===== src/rtl/bus_arbiter_2m.sv =====
// Two-master bus arbiter and slave-side bus multiplexer.
// Master 0 (CPU) is the park owner; master 1 (DMA) borrows the bus on request.
// An optional hold limit hands the bus over after MAX_HOLD contended cycles.
module bus_arbiter_2m #(
  parameter int unsigned MAX_HOLD = 0   // 0 = owner keeps bus while requesting
) (
  input  logic        clk,
  input  logic        reset_n,
  input  logic        M0_req,
  input  logic        M0_wr,
  input  logic [7:0]  M0_address,
  input  logic [31:0] M0_dout,
  output logic        M0_grant,
  input  logic        M1_req,
  input  logic        M1_wr,
  input  logic [7:0]  M1_address,
  input  logic [31:0] M1_dout,
  output logic        M1_grant,
  output logic [7:0]  S_address,
  output logic        S_wr,
  output logic [31:0] S_dout,
  output logic        owner
);

  localparam logic [0:0] M0_GRANT = 1'b0;
  localparam logic [0:0] M1_GRANT = 1'b1;

  localparam bit         PREEMPT   = (MAX_HOLD != 0);
  localparam logic [7:0] HOLD_LAST = PREEMPT ? 8'(MAX_HOLD - 1) : 8'd0;

  logic [0:0] state, state_nxt;
  logic [7:0] hold_cnt;
  logic       both;
  logic       hold_expire;

  assign both        = M0_req & M1_req;
  assign hold_expire = PREEMPT && (hold_cnt == HOLD_LAST);

  // Next owner: hand over on release by the owner, or on hold-limit expiry.
  // M1 idle always parks the bus back on M0.
  always_comb begin
    state_nxt = state;
    case (state)
      M0_GRANT: if ((!M0_req && M1_req) || (both && hold_expire)) state_nxt = M1_GRANT;
      M1_GRANT: if (!M1_req || (both && hold_expire))             state_nxt = M0_GRANT;
      default:  state_nxt = M0_GRANT;
    endcase
  end

  // Ownership register; async reset parks the bus on M0.
  always_ff @(posedge clk or negedge reset_n) begin
    if (!reset_n) state <= M0_GRANT;
    else          state <= state_nxt;
  end

  // Contended-cycle counter: counts only while both request and nobody moves;
  // stuck at zero when preemption is disabled.
  always_ff @(posedge clk or negedge reset_n) begin
    if (!reset_n)                         hold_cnt <= 8'd0;
    else if (!PREEMPT)                    hold_cnt <= 8'd0;
    else if (state_nxt != state || !both) hold_cnt <= 8'd0;
    else if (hold_cnt != 8'hFF)           hold_cnt <= hold_cnt + 8'd1;
  end

  assign M0_grant = (state == M0_GRANT);
  assign M1_grant = (state == M1_GRANT);
  assign owner    = (state == M1_GRANT);

  // Steer the owner's request onto the slave bus; a non-requesting owner
  // drives all zeros so it can never issue a stray write.
  always_comb begin
    S_address = 8'h00;
    S_wr      = 1'b0;
    S_dout    = 32'h0;
    if (owner && M1_req) begin
      S_address = M1_address;
      S_wr      = M1_wr;
      S_dout    = M1_dout;
    end else if (!owner && M0_req) begin
      S_address = M0_address;
      S_wr      = M0_wr;
      S_dout    = M0_dout;
    end
  end

endmodule


===== config.mk =====
export PLATFORM = sky130hd
export DESIGN_NAME = bus_arbiter_2m
export DESIGN_NICKNAME = d
export VERILOG_FILES = /design/src/rtl/bus_arbiter_2m.sv
export SDC_FILE = /design/constraint.sdc
export NUM_CORES = 1
export LEC_CHECK = 0
export CORE_MARGIN = 2
export CORE_UTILIZATION = 19
export CTS_CLUSTER_DIAMETER = 200
export DETAILED_ROUTE_END_ITERATION = 6
export PLACE_DENSITY = 0.95
export SYNTH_ARGS = -nofsm -noshare
export SYNTH_HDL_FRONTEND = slang
export SYNTH_SLANG_ARGS = --single-unit

===== constraint.sdc =====
create_clock -name clk -period 2.3 [get_ports clk]
set_input_delay 0.46 -clock clk [delete_from_list [all_inputs] [get_ports clk]]
set_output_delay 0.46 -clock clk [all_outputs]
set_load 0.01 [all_outputs]

---- Word level (Yosys, flattened, before mapping) ----
Index checks and enable logic that the tools add are counted.
cells by class
  reductions and logical operators ........ 5
  multiplexer cells ....................... 9
  bitwise gates (word level) .............. 1
operators with widths
  kind                             count
  two-way mux 32 bit               2
  two-way mux 8 bit                2
  two-way mux 1 bit                4
  logical AND 1 bit                3
  zero test 1 bit                  2
  case mux 1 bit (2 select lines)  1
  NOT 1 bit                        1
word-level totals
  input port bits ......................... 86
  output and inout bits ................... 44
  logic and storage cells ................. 16
  register bits after elaboration ......... 1

---- Logic depth before layout (Yosys ltp) ----
Gate-level depths: netlist of run 1.
  depth in word-level cells ............... 4
  mapped depth ............................ 4
  mapped depth without buffers ............ 2

---- Worst setup path before layout of run 1 ----
Ideal clock, no wire load.
  path kind ............................... input to output
  start ................................... input M1_req
  end ..................................... output S_address[0]
  cell stages on the path ................. 4
  data required time ...................... 1.840 ns
  path slack .............................. 0.767 ns
  arrival ................................. 1.073 ns
  path buffers ............................ 2
  path through ............................ and2_4 -> buf_6 -> buf_8 -> a32o_1
on the way
  cells in the longest elaborated chain, start to end .. 2
RTL lines
  element             line  text
  start: declaration  14    input logic M1_req,
  logical AND 1 bit   75    if (owner && M1_req) begin
  two-way mux 8 bit   75
  end: declaration    19    output logic [7:0] S_address,
Every way passes these cells.

---- Worst setup path after layout of run 1 ----
  start ................................... input M1_req
  end ..................................... output S_dout[10]
on the way
  cells in the longest elaborated chain, start to end .. 2
RTL lines
  element             line  text
  logical AND 1 bit   75
  two-way mux 32 bit  75
  end: declaration    21    output logic [31:0] S_dout,
Every way passes these cells.

==> results.cfg, run 1 <==
[pwr]
power_density_nw_per_um2 = 212
p_leak_uw = 0.000771
irDropWorstVdd_v = 0.000123
p_total_uw = 384

[setup_path]
worst-path-buf-inv = 3
cp.arrival_ns = 1.72
required_ns = 1.84
crit_type = primary input to output pin
end_kind = output pin
start_kind = primary input
slowest_stage = clkdlybuf4s50_1
cp_top_family = buffers and inverters
critical_path.max_stage_delay_ns = 0.42
worstPathCellList = clkdlybuf4s50_1 -> and2_4 -> buf_12 -> a32o_1 -> dlygate4sd2_1
path_max_fanout = 21

[finish]
most-common-layout-cells = clkdlybuf4s50_1 (88), a32o_1 (41), dlygate4sd2_1 (41)
stdcell_count = 213
finalNetCount = 268
area_growth_pct = 212
layout_commonest_cell = clkdlybuf4s50_1
n_antenna_cell = 0
drive_above_1_share_pct = 5.00
design_area_um2 = 1810
largest_reg_flops = 1

[place]
place_area_um2 = 1860
gp_congestion = 0.661
port-buffer-count = 129
dp_hpwl_um = 2840
dp_cells = 213

[sta]
worstMarginPinSlew_ns = 0.282
rsz0062_at_grt = no
slew_headroom_pct = 81.2
finalHoldViolCount = 0
fin_skew_ns = 0
setup-violations-final = 0
layout_min_cycle_time_ns = 2.18
fmax_mhz = 458
finalCritPeriodShare_pct = 94.9
maxSlewViolCount = 0

[worst_hold_path]
hp-class = primary input to asynchronous set/reset pin

[clock_network]
clk_pin_slew_ns = 0
post_cts_buffers = 0
clock_latency_ns = 0

[floorplanning]
core-area_um2 = 2980
die_w_um = 59.3
fp.dieArea_um2 = 3520
row_count = 20
die_height_um = 59.3
io_pins = 130
start_util_pct = 19.5

[synth]
synth_top_area_share_pct = 70.5
synthesis.instances = 60
syn_nets = 146
synthDistinctLibCells = 10
yosysTopAreaCell = a32o_1
synth_seq_cells = 1
netlist_area_um2 = 582
ys_seq_area_share_pct = 4.30
synth_area_leaders = a32o_1 (71%), buf_8 (10%), buf_2 (6.9%), dfrtp_1 (4.3%), a21boi_2 (1.9%)
yosysWarnings = 0
syn_area_per_cell_um2 = 9.70

[routing]
wirelength_um = 3570
vias = 1120
drc_errors = 0
wl_per_cell_um = 16.7
viasPerCell = 5.26
ant_nets = 0
drt_iter0_drc = 48
firstDrtPassIters = 4

[global_routing]
antenna_found_initial = 0
grt.total_usage_pct = 17.5
grt_pass1_vias = 1036
overflow = 0
grt_pass1_wl_um = 4950
grt_max_degree = 28

[flow_run]
cap_violations = 0

[outcome]
status = complete, no violations
==> cells in the mapped netlist <==
master / count
buf_6: 1
clkbuf_1: 1
and2_4: 1
a32o_1: 41
buf_4: 1
a21boi_2: 1
buf_2: 8
buf_8: 4
dfrtp_1: 1
inv_2: 1
==> metal layers <==
metal  global-route usage, %  share of wire [%]
met5                       0                  0
met4                       0                  0
met3                    2.18                 10
met2                    35.8                 54
met1                    19.8                 36
==> power breakdown <==
part / internal, uW / switching [uW]
sequential: 19.1 / 1.45
clock: 0 / 0
combinational: 238 / 126
total: 257 / 127
==> worst paths after layout <==
check,from,endpoint,slack [ns],cells past startpoint
setup / recovery,M1_req,S_dout[10],0.12,5
hold / removal,reset_n,M1_grant,0.61,1
setup reg to reg,M1_grant,M1_grant,1.45,3
hold reg to reg,M1_grant,M1_grant,0.78,3
max in group asynchronous,reset_n,M1_grant,1.59,1
min in group clk,M1_grant,M1_grant,0.78,3
==> per-stage QoR <==
stage	worst slack (ns)	TNS [ns]	hold slack, ns	utilization [%]
2_1_floorplan	0.767	0	0.164	-
3_3_place_gp	-0.0825	-2.93	0.614	62.5
3_5_place_dp	-0.128	-4.24	0.611	62.5
4_1_cts	0.117	0	0.613	60.9
5_1_grt	0.0860	0	0.621	60.9
6_report	0.118	0	0.611	60.9
==> timing repair <==
item,CTS,global route
gates resized for setup,42,0
hold buffers,0,0
setup endpoints to repair,41,0
endpoints found under the hold margin,0,0
==> cell type report <==
cell class | count | area (um2)
fillers | 280 | 1160
inverters | 1 | 3.75
multi-input cells | 43 | 430
flip-flops and latches | 1 | 25.0
well taps | 33 | 41.3
repair buffers | 135 | 1310
==> kinds of logic after synthesis <==
| group | share of synthesized area, % |
|---|---|
| AO/OA/AOI/OAI | 72.5 |
| buffers and inverters | 21.7 |
| AND/OR/NAND/NOR | 1.51 |
| flip-flops | 4.30 |
Note: power is estimated with default switching activity, not from simulation.
==> run 2, diff against run 1 <==
--- a/config.mk
+++ b/config.mk
@@ -5,8 +5,9 @@
 export SDC_FILE = /design/constraint.sdc
 export NUM_CORES = 1
 export LEC_CHECK = 0
+export ABC_AREA = 1
 export CORE_MARGIN = 2
-export CORE_UTILIZATION = 19
+export CORE_UTILIZATION = 24
 export CTS_CLUSTER_DIAMETER = 200
 export DETAILED_ROUTE_END_ITERATION = 6
 export PLACE_DENSITY = 0.95
==> run 2 against run 1 <==
Compared with the run above: via count up 31%; final cell count up 45%; first-iteration DRC count down 8.3%; combinational power up 18%; power up 17%; setup slack worse by 0.037 ns; fmax down 1.7%; critical path depth unchanged; die area up 10%; critical path type unchanged.
==> results.cfg, run 2 <==
[sta]
fin_skew_ns = 0
fmax_mhz = 451
holdWs_ns = 0.614
rsz0062_at_grt = no
layout_min_cycle_time_ns = 2.22
maxSlewViolCount = 0
setup_slack_ns = 0.0814
finalCritPeriodShare_pct = 96.5
worstMarginPinSlew_ns = 0.281
setup-violations-final = 0
slew_headroom_pct = 81.4
finalHoldViolCount = 0

[finish]
area_growth_pct = 158
stdcell_count = 308
largest_reg_flops = 1
layout_commonest_cell = clkdlybuf4s50_1
n_antenna_cell = 0
finalNetCount = 350
most-common-layout-cells = clkdlybuf4s50_1 (127), nand3_1 (73), nand2_1 (41)
drive_above_1_share_pct = 6.87

[floorplanning]
start_util_pct = 24.7
row_count = 21
io_pins = 130
die_w_um = 62.3
core-area_um2 = 3310
fp.dieArea_um2 = 3890
die_height_um = 62.3

[global_routing]
antenna_found_initial = 0
grt_pass1_vias = 1429
overflow = 0
grt_pass1_wl_um = 6350
grt_max_degree = 44
grt.total_usage_pct = 19.1

[synth]
synth_edf_count = 0
synthTopCellsByCount = nand3_1 (73), nand2_1 (41), buf_4 (9), nand3_2 (9)
synth_top_area_share_pct = 44.7
yosysWarnings = 0
ys_seq_area_share_pct = 3.06
synth_flop_cell = dfrtp_1
syn_area_per_cell_um2 = 5.60
synthDistinctLibCells = 10
syn_nets = 232
synthesis.instances = 146
synth_area_leaders = nand3_1 (45%), nand2_1 (19%), nand3_2 (11%), buf_4 (8.3%), buf_6 (6.9%)
netlist_area_um2 = 817
synth_seq_cells = 1
async_reset_ff_share_pct = 100
synth.most_common_cell = nand3_1
yosysTopAreaCell = nand3_1

[routing]
ant_nets = 0
viasPerCell = 4.75
firstDrtPassIters = 4
vias = 1464
wirelength_um = 3920
drt_iter0_drc = 44
wl_per_cell_um = 12.7
drc_errors = 0

[worst_hold_path]
hp-class = primary input to asynchronous set/reset pin

[setup_path]
start_kind = primary input
slowest_stage = clkdlybuf4s50_1
worstPathCellList = dlygate4sd2_1 -> buf_12 -> nand3_1 -> nand2_1 -> clkdlybuf4s50_1
worst-path-buf-inv = 3
critical_path.max_stage_delay_ns = 0.54
cp.arrival_ns = 1.76
cp_top_family = buffers and inverters
crit_type = primary input to output pin
path_max_fanout = 21
required_ns = 1.84
end_kind = output pin

[outcome]
status = complete, no violations

[pwr]
p_total_uw = 450
irDropWorstVdd_v = 0.000122
p_leak_uw = 0.000917
power_density_nw_per_um2 = 214

[place]
dp_hpwl_um = 3040
dp_slack_ns = -0.0910
port-buffer-count = 129
gp_congestion = 0.738
dp_cells = 307

[clock_network]
clk_pin_slew_ns = 0
clock_latency_ns = 0
cts_hold_buf = 0

[flow_run]
cap_violations = 0
[run 2: cell types whose count changed in the layout (fill, tap and decap cells not counted), sizes merged]
cell | previous run | this run
nand3 | 0 | 82
a32o | 41 | 0
nand2 | 0 | 41
dlygate4sd2 | 41 | 1
clkdlybuf4s50 | 88 | 127
buf | 6 | 8
and2 | 1 | 0
[run 2: repair_timing]
| item | 4_1_cts | 5_1_grt |
|---|---|---|
| endpoints found under the hold margin | 0 | 0 |
| buffers inserted | 0 | 0 |
| resized for setup | 2 | 0 |
| endpoints found under the setup margin | 41 | 0 |
[run 2: layout make-up]
type / count / area, um2
fill: 305 / 1200
multi-input combinational: 124 / 617
sequential: 1 / 25.0
tap: 46 / 57.6
timing repair buffer: 136 / 1400
inverter: 1 / 11.3
[run 2: worst paths after layout]
path	startpoint	end	cells past startpoint	slack (ns)
worst max-delay path	M1_req	S_address[6]	5	0.08
worst min-delay path	reset_n	M1_grant	1	0.61
worst max register to register	M1_grant	M1_grant	2	1.35
worst min register to register	M1_grant	M1_grant	2	0.85
max in group asynchronous	reset_n	M1_grant	1	1.58
min in group clk	M1_grant	M1_grant	2	0.85
[run 2: power breakdown]
group          leakage (uW)  internal [uW]  switching [uW]
clock                     0              0               0
combinational      0.000905            270             159
sequential        0.0000125           19.1            2.59
[run 2: kinds of logic (layout without fill, tap and decap cells)]
family / after synthesis / in the layout / share of synthesized area (%)
and+or+nand+nor: 123 / 123 / 74.6
buffers and inverters: 21 / 137 / 21.4
AOI/OAI and AO/OA: 1 / 1 / 0.919
DFF: 1 / 1 / 3.06
[run 2: metal layers]
| layer | track usage (%) | wire length [um] | share of wire, % |
|---|---|---|---|
| met2 | 38.6 | 2070 | 53 |
| met5 | 0 | 0 | 0 |
| met4 | 0.833 | 15 | 0.38 |
| met1 | 22.1 | 1550 | 40 |
| met3 | 2.72 | 282 | 7.2 |
[run 2: metrics by stage]
step	cell area [um2]	setup TNS [ns]	utilization, %
4_1_cts	2110	0	63.6
5_1_grt	2110	0	63.6
3_5_place_dp	2080	-1.94	62.8
6_report	2110	0	63.6
3_3_place_gp	2080	-1.66	62.8
2_1_floorplan	817	0	-
==> run 3, diff against run 2 <==
--- a/config.mk
+++ b/config.mk
@@ -6,11 +6,13 @@
 export NUM_CORES = 1
 export LEC_CHECK = 0
 export ABC_AREA = 1
-export CORE_MARGIN = 2
-export CORE_UTILIZATION = 24
+export CORE_AREA = 2 2 50 52
 export CTS_CLUSTER_DIAMETER = 200
 export DETAILED_ROUTE_END_ITERATION = 6
-export PLACE_DENSITY = 0.95
+export DIE_AREA = 0 0 52 54
+export DONT_BUFFER_PORTS = 1
+export PLACE_DENSITY = 0.61
+export SLEW_MARGIN = 30
 export SYNTH_ARGS = -nofsm -noshare
 export SYNTH_HDL_FRONTEND = slang
 export SYNTH_SLANG_ARGS = --single-unit
==> run 3 against run 2 <==
Compared with the run above: setup slack gained 0.60 ns; power decreased by 65%; global-route usage decreased by 5.6 points; largest power group unchanged; combinational power down 69%; design area shrank 66%; sequential share of layout area rose by 2.3 points; final cell count shrank 48%.
==> results.cfg, run 3 (synthesis gave the netlist of run 2 again) <==
[flow_run]
cap_violations = 0

[finish]
fill_cells = 261
fin_util_pct = 31.3
stdcell_count = 159
drive_above_1_share_pct = 10.1
largest_reg_flops = 1
finalNetCount = 217
area_growth_pct = -11.2
layout_commonest_cell = nand3_1
most-common-layout-cells = nand3_1 (73), nand2_1 (41), nand3_2 (9)
n_antenna_cell = 0

[setup_path]
worstPathCellList = buf_4 -> nand3_1 -> nand2_1
r2r-end = M1_grant
end_kind = output pin
start_kind = register
path_max_fanout = 21
critical_path.max_stage_delay_ns = 0.57
crit_type = register to output pin
required_ns = 1.84
slowest_stage = dfrtp_1
r2r_setup_slack_ns = 1.20
crit-reg2reg-launch = M1_grant
cp.arrival_ns = 1.16
reg2reg_depth = 3

[pwr]
p_int_uw = 61.1
power_density_nw_per_um2 = 218
p_sw_share_pct = 61.3
p_clk_share_pct = 0
irDropWorstVdd_v = 0.000129
p_sw_uw = 96.8
p_leak_uw = 0.000387
power_frac_comb_pct = 85.1
p_total_uw = 158
seq_power_share_pct = 14.9

[sta]
slew_headroom_pct = 72.8
rsz0062_at_grt = no
worstMarginPinSlew_ns = 0.408
fin_skew_ns = 0
maxSlewViolCount = 0
finalCritPeriodShare_pct = 70.4
layout_min_cycle_time_ns = 1.62
setup_slack_ns = 0.681
setup-violations-final = 0
fin_setup_tns_ns = 0
finalHoldViolCount = 0
fmax_mhz = 618

[worst_hold_path]
hp-class = primary input to asynchronous set/reset pin

[floorplanning]
fp.dieArea_um2 = 2810
die_height_um = 54
start_util_pct = 35.2
die_w_um = 52
io_pins = 130
row_count = 18
core-area_um2 = 2320

[clock_network]
clock_latency_ns = 0
clk_pin_slew_ns = 0
cts_resized = 0
cts_hold_buf = 0
post_cts_buffers = 0

[routing]
wl_per_cell_um = 14.8
vias = 978
drt_iter0_drc = 34
drc_errors = 0
firstDrtPassIters = 4
viasPerCell = 6.15
ant_nets = 0
wirelength_um = 2350

[global_routing]
antenna_found_initial = 0
grt.total_usage_pct = 13.5
grt_pass1_vias = 668
grt_max_degree = 44
overflow = 0
grt_pass1_wl_um = 3050

[outcome]
status = complete, no violations

[place]
gp_congestion = 0.623
port-buffer-count = 0
dp_cells = 159
dp_hpwl_um = 1710
dp_slack_ns = 0.656
[run 3: power by group through the flow]
stage / combinational, uW / clock [uW] / sequential (uW)
final: 134 / 0 / 23.5
after global routing: 152 / 0 / 24.0
after CTS: 136 / 0 / 23.7
after detailed placement: 135 / 0 / 23.7
after global placement: 132 / 0 / 23.3
after floorplan: 161 / 0 / 20.7
[run 3: cell type report]
class,instances,area [um2],area share [%]
multi-input combinational,124,617,85.0
tap,30,37.5,5.17
timing repair buffer,3,35.0,4.83
sequential,1,25.0,3.45
inverter,1,11.3,1.55
[run 3: worst max-delay path by stage]
stage | cells past startpoint | endpoint | startpoint
floorplan | 4 | S_dout[27] | M0_req
global placement | 3 | S_dout[20] | M1_grant
detailed placement | 3 | S_dout[27] | M1_grant
CTS | 3 | S_dout[27] | M1_grant
global route | 3 | S_dout[20] | M1_grant
finish | 3 | S_address[3] | M1_grant
[run 3: routing by layer]
layer  up-vias  GRT usage [%]  share of wire, %
li1        466              -                 -
met1       436           17.5                38
met2        76           26.4                51
met3         0              0                11
met4         0              0                 0
met5         -              0                 0
[run 3: worst max-delay path, delay by kind of cell (launching register included)]
| kind | cells | cell delay, ns |
|---|---|---|
| simple gates | 2 | 0.24 |
| buf+inv | 1 | 0.34 |
| flops | 1 | 0.57 |
[run 3: per-stage QoR]
step                      hold slack [ns]  instance area [um2]
after global placement              0.164                  726
after detailed placement            0.164                  726
after CTS                           0.164                  726
after global routing                0.164                  726
final                               0.164                  726
after floorplan                     0.164                  817
